## src/rtl/conv_pkg.sv

```systemverilog
// conv_pkg: shared constants and state encoding for the convolution row controller.
//   BIT_LEN  - pixel/weight width
//   M_LEN    - kernel dimension (3x3 only)
//   CONV_LEN - width of the datapath sum
//   RES_LAT  - cycles from a row transfer edge to its sum being valid on i_conv_data
//   state_t  - controller FSM encoding
package conv_pkg;

    localparam int BIT_LEN  = 8;
    localparam int M_LEN    = 3;
    localparam int CONV_LEN = 20;
    localparam int RES_LAT  = 2;

    typedef enum logic [2:0] {
        ST_IDLE   = 3'd0,
        ST_LOAD_K = 3'd1,
        ST_FILL   = 3'd2,
        ST_STREAM = 3'd3,
        ST_DRAIN  = 3'd4
    } state_t;

endpackage

```

## src/rtl/conv_res_fifo.sv

```systemverilog
// conv_res_fifo: small synchronous result buffer with occupancy count.
//   i_clk, i_reset          - clock, synchronous active-high reset (empties the buffer)
//   i_wr_en / i_wr_data     - push (ignored when full)
//   i_rd_en                 - pop of the current head (ignored when empty)
//   o_rd_data               - current head, 0 while empty
//   o_empty / o_count       - status; count ranges 0..DEPTH
// DEPTH must be a power of two so the pointers wrap by natural overflow.
module conv_res_fifo #(
    parameter int WIDTH = 20,
    parameter int DEPTH = 4
) (
    input  logic                   i_clk,
    input  logic                   i_reset,
    input  logic                   i_wr_en,
    input  logic [WIDTH-1:0]       i_wr_data,
    input  logic                   i_rd_en,
    output logic [WIDTH-1:0]       o_rd_data,
    output logic                   o_empty,
    output logic [$clog2(DEPTH):0] o_count
);

    localparam int PTR_W = $clog2(DEPTH);
    localparam int CNT_W = PTR_W + 1;

    logic [WIDTH-1:0] mem [DEPTH];
    logic [PTR_W-1:0] wr_ptr_reg;
    logic [PTR_W-1:0] rd_ptr_reg;
    logic [CNT_W-1:0] count_reg;
    logic             full;
    logic             wr_do;
    logic             rd_do;

    assign full    = (count_reg == CNT_W'(DEPTH));
    assign o_empty = (count_reg == '0);
    assign wr_do   = i_wr_en && !full;
    assign rd_do   = i_rd_en && !o_empty;

    // Storage is not reset; emptiness is tracked by the count alone.
    always_ff @(posedge i_clk) begin
        if (wr_do) begin
            mem[wr_ptr_reg] <= i_wr_data;
        end
    end

    always_ff @(posedge i_clk) begin
        if (i_reset) begin
            wr_ptr_reg <= '0;
            rd_ptr_reg <= '0;
            count_reg  <= '0;
        end else begin
            if (wr_do) begin
                wr_ptr_reg <= wr_ptr_reg + PTR_W'(1);
            end
            if (rd_do) begin
                rd_ptr_reg <= rd_ptr_reg + PTR_W'(1);
            end
            // Simultaneous push and pop leaves the count unchanged.
            count_reg <= count_reg + CNT_W'(wr_do) - CNT_W'(rd_do);
        end
    end

    // Head is presented combinationally; masked so stale storage never leaks out.
    assign o_rd_data = o_empty ? '0 : mem[rd_ptr_reg];
    assign o_count   = count_reg;

endmodule

```

## src/rtl/conv_ctrl.sv

```systemverilog
// conv_ctrl: frame controller for a 3x3 row-streaming convolution datapath.
//   i_clk, i_reset             - clock, synchronous active-high reset
//   i_start, i_rows            - frame start pulse and image row count (sampled in IDLE)
//   o_busy, o_err              - frame in progress; pulse when i_rows < 3 at start
//   i_k_valid/o_k_ready/i_k_data       - kernel row stream (3 rows)
//   i_img_valid/o_img_ready/i_img_data - image row stream (i_rows rows)
//   o_selec_K/o_selec_I, o_data_kernel/o_data_img - row shift enables and data to datapath
//   i_conv_data                - datapath sum, valid RES_LAT cycles after a row transfer
//   o_res_valid/i_res_ready/o_res_data - result stream out of the result buffer
//   o_frame_done               - pulse once the last result of a frame has been consumed
import conv_pkg::*;

module conv_ctrl #(
    parameter int BIT_LEN    = conv_pkg::BIT_LEN,
    parameter int M_LEN      = conv_pkg::M_LEN,
    parameter int CONV_LEN   = conv_pkg::CONV_LEN,
    parameter int FIFO_DEPTH = 4
) (
    input  logic                     i_clk,
    input  logic                     i_reset,
    input  logic                     i_start,
    input  logic [7:0]               i_rows,
    output logic                     o_busy,
    output logic                     o_err,
    input  logic                     i_k_valid,
    output logic                     o_k_ready,
    input  logic [BIT_LEN*M_LEN-1:0] i_k_data,
    input  logic                     i_img_valid,
    output logic                     o_img_ready,
    input  logic [BIT_LEN*M_LEN-1:0] i_img_data,
    output logic                     o_selec_K,
    output logic                     o_selec_I,
    output logic [BIT_LEN*M_LEN-1:0] o_data_kernel,
    output logic [BIT_LEN*M_LEN-1:0] o_data_img,
    input  logic [CONV_LEN-1:0]      i_conv_data,
    output logic                     o_res_valid,
    input  logic                     i_res_ready,
    output logic [CONV_LEN-1:0]      o_res_data,
    output logic                     o_frame_done
);

    localparam int CNT_W = $clog2(FIFO_DEPTH) + 1;
    localparam int IFL_W = $clog2(RES_LAT + 1);

    state_t             state_reg, state_next;
    logic [7:0]         rows_left_reg, rows_left_next;
    logic [1:0]         k_cnt_reg, k_cnt_next;
    logic [1:0]         fill_cnt_reg, fill_cnt_next;
    logic [RES_LAT-1:0] pipe_reg, pipe_next;
    logic               stream_fire;
    logic [IFL_W-1:0]   in_flight;
    logic [CNT_W:0]     occupancy;
    logic               credit_ok;
    logic [CNT_W-1:0]   fifo_count;
    logic               fifo_empty;

    // One bit per pipeline stage marks a result-producing row still in the datapath.
    // The last stage lines up with the cycle its sum sits on i_conv_data.
    assign pipe_next[0] = stream_fire;
    for (genvar gi = 1; gi < RES_LAT; gi++) begin : g_pipe
        assign pipe_next[gi] = pipe_reg[gi-1];
    end

    always_comb begin
        in_flight = '0;
        for (int i = 0; i < RES_LAT; i++) begin
            in_flight = in_flight + IFL_W'(pipe_reg[i]);
        end
    end

    // Reserve a buffer slot for every row before accepting it, so a result
    // emerging from the datapath always has somewhere to go.
    assign occupancy = {1'b0, fifo_count} + (CNT_W + 1)'(in_flight);
    assign credit_ok = (occupancy < (CNT_W + 1)'(FIFO_DEPTH));

    always_ff @(posedge i_clk) begin
        if (i_reset) begin
            state_reg     <= ST_IDLE;
            rows_left_reg <= '0;
            k_cnt_reg     <= '0;
            fill_cnt_reg  <= '0;
            pipe_reg      <= '0;
        end else begin
            state_reg     <= state_next;
            rows_left_reg <= rows_left_next;
            k_cnt_reg     <= k_cnt_next;
            fill_cnt_reg  <= fill_cnt_next;
            pipe_reg      <= pipe_next;
        end
    end

    always_comb begin
        state_next     = state_reg;
        rows_left_next = rows_left_reg;
        k_cnt_next     = k_cnt_reg;
        fill_cnt_next  = fill_cnt_reg;
        stream_fire    = 1'b0;
        o_k_ready      = 1'b0;
        o_img_ready    = 1'b0;
        o_err          = 1'b0;
        o_frame_done   = 1'b0;

        case (state_reg)
            ST_IDLE: begin
                if (i_start) begin
                    if (i_rows >= 8'(M_LEN)) begin
                        state_next     = ST_LOAD_K;
                        rows_left_next = i_rows;
                        k_cnt_next     = '0;
                        fill_cnt_next  = '0;
                    end else begin
                        o_err = 1'b1;
                    end
                end
            end
            ST_LOAD_K: begin
                o_k_ready = 1'b1;
                if (i_k_valid) begin
                    if (k_cnt_reg == 2'(M_LEN - 1)) begin
                        state_next = ST_FILL;
                        k_cnt_next = '0;
                    end else begin
                        k_cnt_next = k_cnt_reg + 2'd1;
                    end
                end
            end
            ST_FILL: begin
                // Priming rows complete the first window but produce no result.
                o_img_ready = 1'b1;
                if (i_img_valid) begin
                    rows_left_next = rows_left_reg - 8'd1;
                    if (fill_cnt_reg == 2'(M_LEN - 2)) begin
                        state_next    = ST_STREAM;
                        fill_cnt_next = '0;
                    end else begin
                        fill_cnt_next = fill_cnt_reg + 2'd1;
                    end
                end
            end
            ST_STREAM: begin
                o_img_ready = credit_ok;
                if (i_img_valid && credit_ok) begin
                    stream_fire    = 1'b1;
                    rows_left_next = rows_left_reg - 8'd1;
                    if (rows_left_reg == 8'd1) begin
                        state_next = ST_DRAIN;
                    end
                end
            end
            ST_DRAIN: begin
                if ((pipe_reg == '0) && fifo_empty) begin
                    o_frame_done = 1'b1;
                    state_next   = ST_IDLE;
                end
            end
            default: begin
                state_next = ST_IDLE;
            end
        endcase
    end

    assign o_busy        = (state_reg != ST_IDLE);
    assign o_selec_K     = o_k_ready && i_k_valid;
    assign o_selec_I     = o_img_ready && i_img_valid;
    assign o_data_kernel = o_selec_K ? i_k_data : '0;
    assign o_data_img    = o_selec_I ? i_img_data : '0;
    assign o_res_valid   = !fifo_empty;

    conv_res_fifo #(
        .WIDTH (CONV_LEN),
        .DEPTH (FIFO_DEPTH)
    ) u_res_fifo (
        .i_clk     (i_clk),
        .i_reset   (i_reset),
        .i_wr_en   (pipe_reg[RES_LAT-1]),
        .i_wr_data (i_conv_data),
        .i_rd_en   (i_res_ready),
        .o_rd_data (o_res_data),
        .o_empty   (fifo_empty),
        .o_count   (fifo_count)
    );

endmodule

```

## config.mk

```make
export PLATFORM = sky130hd
export DESIGN_NAME = conv_ctrl
export DESIGN_NICKNAME = d
export VERILOG_FILES = /design/src/rtl/conv_pkg.sv /design/src/rtl/conv_res_fifo.sv /design/src/rtl/conv_ctrl.sv
export SDC_FILE = /design/constraint.sdc
export NUM_CORES = 1
export LEC_CHECK = 0
export CAP_MARGIN = 5
export CORE_ASPECT_RATIO = 1.25
export CORE_MARGIN = 2
export CORE_UTILIZATION = 41
export DETAILED_ROUTE_END_ITERATION = 12
export PLACE_DENSITY = 0.84
export SKIP_CTS_REPAIR_TIMING = 1
export SLEW_MARGIN = 10
export SYNTH_ARGS = -nofsm -noshare
export SYNTH_HDL_FRONTEND = slang
export SYNTH_SLANG_ARGS = --single-unit
```

## constraint.sdc

```tcl
create_clock -name i_clk -period 2.5 [get_ports i_clk]
set_clock_uncertainty 0.2 [all_clocks]
set_input_delay 0.5 -clock i_clk [delete_from_list [all_inputs] [get_ports i_clk]]
set_output_delay 0.5 -clock i_clk [all_outputs]
set_load 0.02 [all_outputs]
```

; After elaboration in Yosys (flattened, before gate mapping)
; Memory sizes are Yosys's and may differ from the RTL's. A register that Yosys moved wholly into a read port is not among the register bits.
; Index checks and enable logic that the tools add are counted.
[word_totals]
ff_bits = 24
ramBits = 80
in_bits = 82
word_cells = 97
mem_count = 1
[classes]
n_addsub = 9
order_cmp = 2
eq_ne = 17
muxes = 38
n_bitwise = 1
reduce_logical = 20
[mem_list]
columns = memory, depth, width, read_ports, rd_ports_with_merged_regs, wr, line_no
row1 = u_res_fifo.mem, 4, 20, 1, 1, 1, conv_res_fifo.sv:25  ; logic [WIDTH-1:0] mem [DEPTH];
[ops]
columns = op, n
row1 = two-way mux 24 bit, 2
row2 = two-way mux 8 bit, 4
row3 = two-way mux 3 bit, 9
row4 = one-hot mux 8 bit (3 select lines), 1
row5 = two-way mux 20 bit, 1
row6 = "!= test 2 bit, second input constant", 9
row7 = two-way mux 2 bit, 8
row8 = one-hot mux 3 bit (5 select lines), 1
row9 = two-way mux 1 bit, 9
row10 = AND reduction 9 bit, 1
row11 = "adder 2 x 1 -> 2 bit, second input constant", 4
row12 = "== test 8 x 1 -> 1 bit, second input constant", 1
row13 = ">= comparator 8 x 2 -> 1 bit, second input constant", 1
row14 = one-hot mux 2 bit (2 select lines), 2
row15 = AND reduction 4 bit, 2
row16 = "subtractor 8 x 1 -> 8 bit, second input constant", 1
row17 = "== test 3 x 2 -> 1 bit, second input constant", 2
row18 = "== test 3 bit, second input constant", 2
row19 = logical AND 1 bit, 6
row20 = zero test 3 bit, 2
row21 = nonzero test 3 bit, 2
row22 = AND reduction 5 bit, 1
row23 = adder 3 x 2 -> 4 bit, 1
row24 = "less-than comparator 4 x 3 -> 1 bit, second input constant", 1
row25 = 12 further kinds, 14

; Longest topological paths before layout
[logic_depth]
ltp_word = 6
mapped_depth = 8

; By module
; From an unflattened synthesis, not the netlist that was laid out.
[hier_totals]
cells_unflattened = 378
area_unflattened_um2 = 5007.3
[by_module_without_submodules]
columns = module, instances, cells_each, area_each_um2
row1 = conv_res_fifo, 1, 176, 3517.1
row2 = conv_ctrl, 1, 202, 1490.2

; Worst setup path after synthesis
; Ideal clock, no wire load.
[synth_path]
path_type = flip-flop to output port
startpoint = reg pipe_reg[0]
endpoint = out o_data_img[14]
arrival_time_ps = 2007
slack_ps = -207
path_stages_with_launch = 8
n_path_buf = 1
cell_sequence = dfxtp_1 > ha_1 > a21o_1 > o21ai_0 > a32oi_1 > a211oi_2 > clkbuf_1 > and2_1
[synth_between]
elab_chain_cells = 6
[synth_lines]
columns = element, line_no
row1 = "start, declared", conv_ctrl.sv:49  ; logic [RES_LAT-1:0] pipe_reg, pipe_next;
row2 = "start signal, assigned", conv_ctrl.sv:88  ; pipe_reg <= pipe_next;
row3 = adder 1 x 1 -> 2 bit, conv_ctrl.sv:67  ; in_flight = in_flight + IFL_W'(pipe_reg[i]);
row4 = adder 3 x 2 -> 4 bit, conv_ctrl.sv:73  ; assign occupancy = {1'b0, fifo_count} + (CNT_W + 1)'(in_flight);
row5 = less-than comparator 4 x 3 -> 1 bit, conv_ctrl.sv:74  ; assign credit_ok = (occupancy < (CNT_W + 1)'(FIFO_DEPTH));
row6 = one-hot mux 1 bit (2 select lines), conv_ctrl.sv:103  ; case (state_reg)
row7 = logical AND 1 bit, conv_ctrl.sv:164  ; assign o_selec_I = o_img_ready && i_img_valid;
row8 = named net o_selec_I, conv_ctrl.sv:32  ; output logic o_selec_I,
row9 = two-way mux 24 bit, conv_ctrl.sv:166  ; assign o_data_img = o_selec_I ? i_img_data : '0;
row10 = "end, declared", conv_ctrl.sv:34  ; output logic [BIT_LEN*M_LEN-1:0] o_data_img,
; The timed path passes the listed nets, and every way through them passes these cells.

; Worst setup path after layout
[layout_path]
startpoint = reg pipe_reg[0]
endpoint = out o_data_img[12]
[layout_between]
elab_chain_cells = 6
[layout_lines]
columns = element, line_no
row1 = adder 1 x 1 -> 2 bit, conv_ctrl.sv:67
row2 = adder 3 x 2 -> 4 bit, conv_ctrl.sv:73
row3 = less-than comparator 4 x 3 -> 1 bit, conv_ctrl.sv:74
row4 = one-hot mux 1 bit (2 select lines), conv_ctrl.sv:103
row5 = logical AND 1 bit, conv_ctrl.sv:164
row6 = two-way mux 24 bit, conv_ctrl.sv:166
; Every way passes these cells.

==> flow_summary.yaml <==
detailed_routing:
  vias: 3884
  avgRoutedWirePerCell_um: 17.0
  met3WireLength_um: 872
  routed.top_layer: "met4"
  drc: 0
  dr.pass1.iters: 5
  wl_met1_um: 4820
  routed_wl_um: 12800
  ant_nets: 0
  drtIter0Drc: 143
  viasPerCell: 5.15
  wl_met2_um: 6950
floorplan:
  die_area_mm2: 0.0131
  start_util_pct: 41.5
  rows: 45
  core_area_mm2: 0.0120
  die_h_um: 127
  die_x_um: 103
  num_io_pins: 158
yosys:
  syn-num-nets: 470
  syn_inst: 377
  synth_top_area_cell: "edfxtp_1"
  yosysSeqAreaShare_pct: 58.5
  syn-cell-area_mm2: 0.00500
  synth_common_cells: "80 x edfxtp_1, 74 x and2_1, 26 x dfxtp_1"
  yosys_warnings: 0
  yosys.cell_count.top_type: "edfxtp_1"
  synth.avg_cell_area_um2: 13.3
  synth_top_area_share_pct: 48.1
  synthFlopType: "edfxtp_1"
  ys_types: 54
  synth_edf_count: 80
  async_reset_ff_share_pct: 0
  yosys_register_bits: 106
  ys_top_cells_by_area: "edfxtp_1 48%, dfxtp_1 10%, and2_1 9.3%, mux4_2 9.0%, ha_1 2.5%"
timing:
  slew_viol_final: 0
  worstMarginPinSlew_ns: 1.04
  finalHoldViolCount: 0
  rsz0062_at_grt: "yes"
  setup_viol: 40
  finalCriticalPeriod_ns: 2.88
  fmax_mhz: 348
  slew-limit-headroom_pct: 30.4
  fin_ws_ns: -0.378
  period_share_pct: 115
grt:
  grt_max_degree: 29
  antenna_found_initial: 0
  grt-ovfl-total: 0
  grt_pass1_wl_um: 18900
  grt_usage_pct: 18.5
  grt_pass1_vias: 3952
outcome:
  status: "complete, but fails checks"
  violations: "setup timing"
clock_tree:
  cts_root_buffer: "clkbuf_16"
  cts_tree: "yes"
  clk_latency_ns: 0.35
  clock_sinks: 106
  clockBufferDepth: 2
  clk_transition_reported_paths_ns: 0.07
  numCtsBuffers: 9
  cts_htree_levels: 3
setup_path:
  endpoint_kind: "output port"
  cp_max_fo: 6
  r2r_start: "u_res_fifo.o_count[0]$_SDFF_PP0_"
  crit_chain: "ha_4 -> a21o_1 -> o21ai_2 -> a32oi_2 -> a211oi_2 -> buf_4 -> clkbuf_16 -> and2_4 -> buf_6"
  r2r_cells: 8
  cp.arrival_ns: 2.18
  critical_path.top_delay_family: "compound AO/OA/AOI/OAI gates"
  r2r_end: "u_res_fifo.o_count[1]$_SDFF_PP0_"
  required_ns: 1.80
  r2r_slack_ns: 0.04
  slowest_stage: "dfxtp_2"
  path_depth: 9
  critical_path_class: "reg2out"
  start_kind: "register"
  slowest_delay_ns: 0.34
  worstPathBufferInverterCount: 3
placement:
  dp_hpwl_um: 8700
  dp_slack_ns: -0.495
  place_congestion: 0.843
  numPortBuffers: 157
layout:
  n_antenna_cell: 0
  largest_reg_flops: 80
  drive_above_1_share_pct: 31.9
  final_util_pct: 64.8
  final_nets: 678
  n_fill_cell: 888
  area_delta_synth_final_pct: 56.1
min_path:
  hold_depth: 1
  hold_class: "reg2reg"
  hold_path_end: "fill_cnt_reg[1]$_SDFFE_PP0P_"
  worstHoldStart: "fill_cnt_reg[1]$_SDFFE_PP0P_"
power_and_ir_drop:
  power_density_mw_per_mm2: 775
  p_leak_nw: 3.48
  peakVddDrop_mv: 0.602
flow_run:
  maxCapViolCount: 0
[logic make-up after synthesis]
| logic type | count (synthesis) | share of synthesized area (%) |
|---|---|---|
| AOI/OAI and AO/OA | 53 | 8.59 |
| xor gates and xnor gates | 4 | 0.701 |
| adders and majority gates | 11 | 2.90 |
| buffers and inverters | 34 | 2.68 |
| DFF | 106 | 58.5 |
| muxes | 23 | 9.61 |
| and+or+nand+nor | 146 | 17.0 |
[cell usage in the layout, fill, tap and decap left out, types with 3 or more instances in the layout]
master | Yosys | final
dfxtp_1 | 26 | 21
mux4_2 | 20 | 20
dlymetal6s2s_1 | 0 | 33
ha_1 | 10 | 9
clkdlybuf4s50_1 | 0 | 81
mux2i_1 | 3 | 3
o31ai_1 | 6 | 6
dfxtp_2 | 0 | 5
clkbuf_16 | 0 | 12
nor2b_1 | 4 | 4
buf_8 | 0 | 3
o21ai_0 | 6 | 4
edfxtp_1 | 80 | 80
nor3_1 | 5 | 5
a211oi_2 | 2 | 3
buf_4 | 0 | 47
nor2_1 | 21 | 20
nor4_1 | 5 | 3
buf_6 | 0 | 33
buf_12 | 0 | 7
clkbuf_2 | 0 | 3
and3_1 | 3 | 3
and2_2 | 0 | 4
a21oi_1 | 14 | 13
and2_1 | 74 | 52
and2_4 | 0 | 18
buf_2 | 5 | 8
nand3b_1 | 3 | 3
inv_1 | 13 | 13
o311ai_0 | 4 | 3
nand2_1 | 13 | 13
nand2b_1 | 5 | 5
[how the worst max path moves through the flow]
stage                                 from        endpoint
floorplan           pipe_reg[0]$_SDFF_PP0_  o_data_img[14]
global placement    pipe_reg[0]$_SDFF_PP0_  o_data_img[11]
detailed placement  pipe_reg[0]$_SDFF_PP0_  o_data_img[12]
CTS                 pipe_reg[0]$_SDFF_PP0_  o_data_img[12]
global route        pipe_reg[0]$_SDFF_PP0_  o_data_img[12]
finish              pipe_reg[0]$_SDFF_PP0_  o_data_img[12]
[where the power goes]
| group | switching, mW | internal, mW | total (mW) |
|---|---|---|---|
| Sequential | 0.0617 | 1.97 | 2.03 |
| Combinational | 1.20 | 1.47 | 2.67 |
| Clock | 0.662 | 0.694 | 1.36 |
| Total | 1.92 | 4.13 | 6.05 |
[per-stage QoR]
stage / std cells / TNS [ns] / instance area [µm²] / total power, mW / hold slack [ns]
final: 754 / -7.86 / 7800 / 6.05 / 0.266
after global routing: 754 / -11.08 / 7800 / 6.34 / 0.290
after CTS: 736 / -35.82 / 7360 / 5.61 / 0.270
after detailed placement: 720 / -19.78 / 7070 / 4.27 / 0.258
after global placement: 720 / -17.26 / 7070 / 4.23 / 0.244
after floorplan: 377 / 0 / 5020 / 3.25 / 0.234
[metal layers]
| metal | up-vias | GRT usage (%) |
|---|---|---|
| met5 | - | 0 |
| met4 | 0 | 6.27 |
| met3 | 17 | 4.10 |
| met2 | 175 | 33.5 |
| met1 | 1879 | 21.2 |
| li1 | 1813 | - |
[final cells by class]
type	instances	area [µm²]	share of cell area (%)
Clock inverter	7	60.1	0.770
Inverter	13	48.8	0.625
Multi-Input combinational cell	237	2070	26.6
Sequential cell	106	2930	37.5
Clock buffer	9	225	2.89
Timing Repair Buffer	218	2260	29.0
Tap cell	164	205	2.63
(Power assumes the default switching activity.)
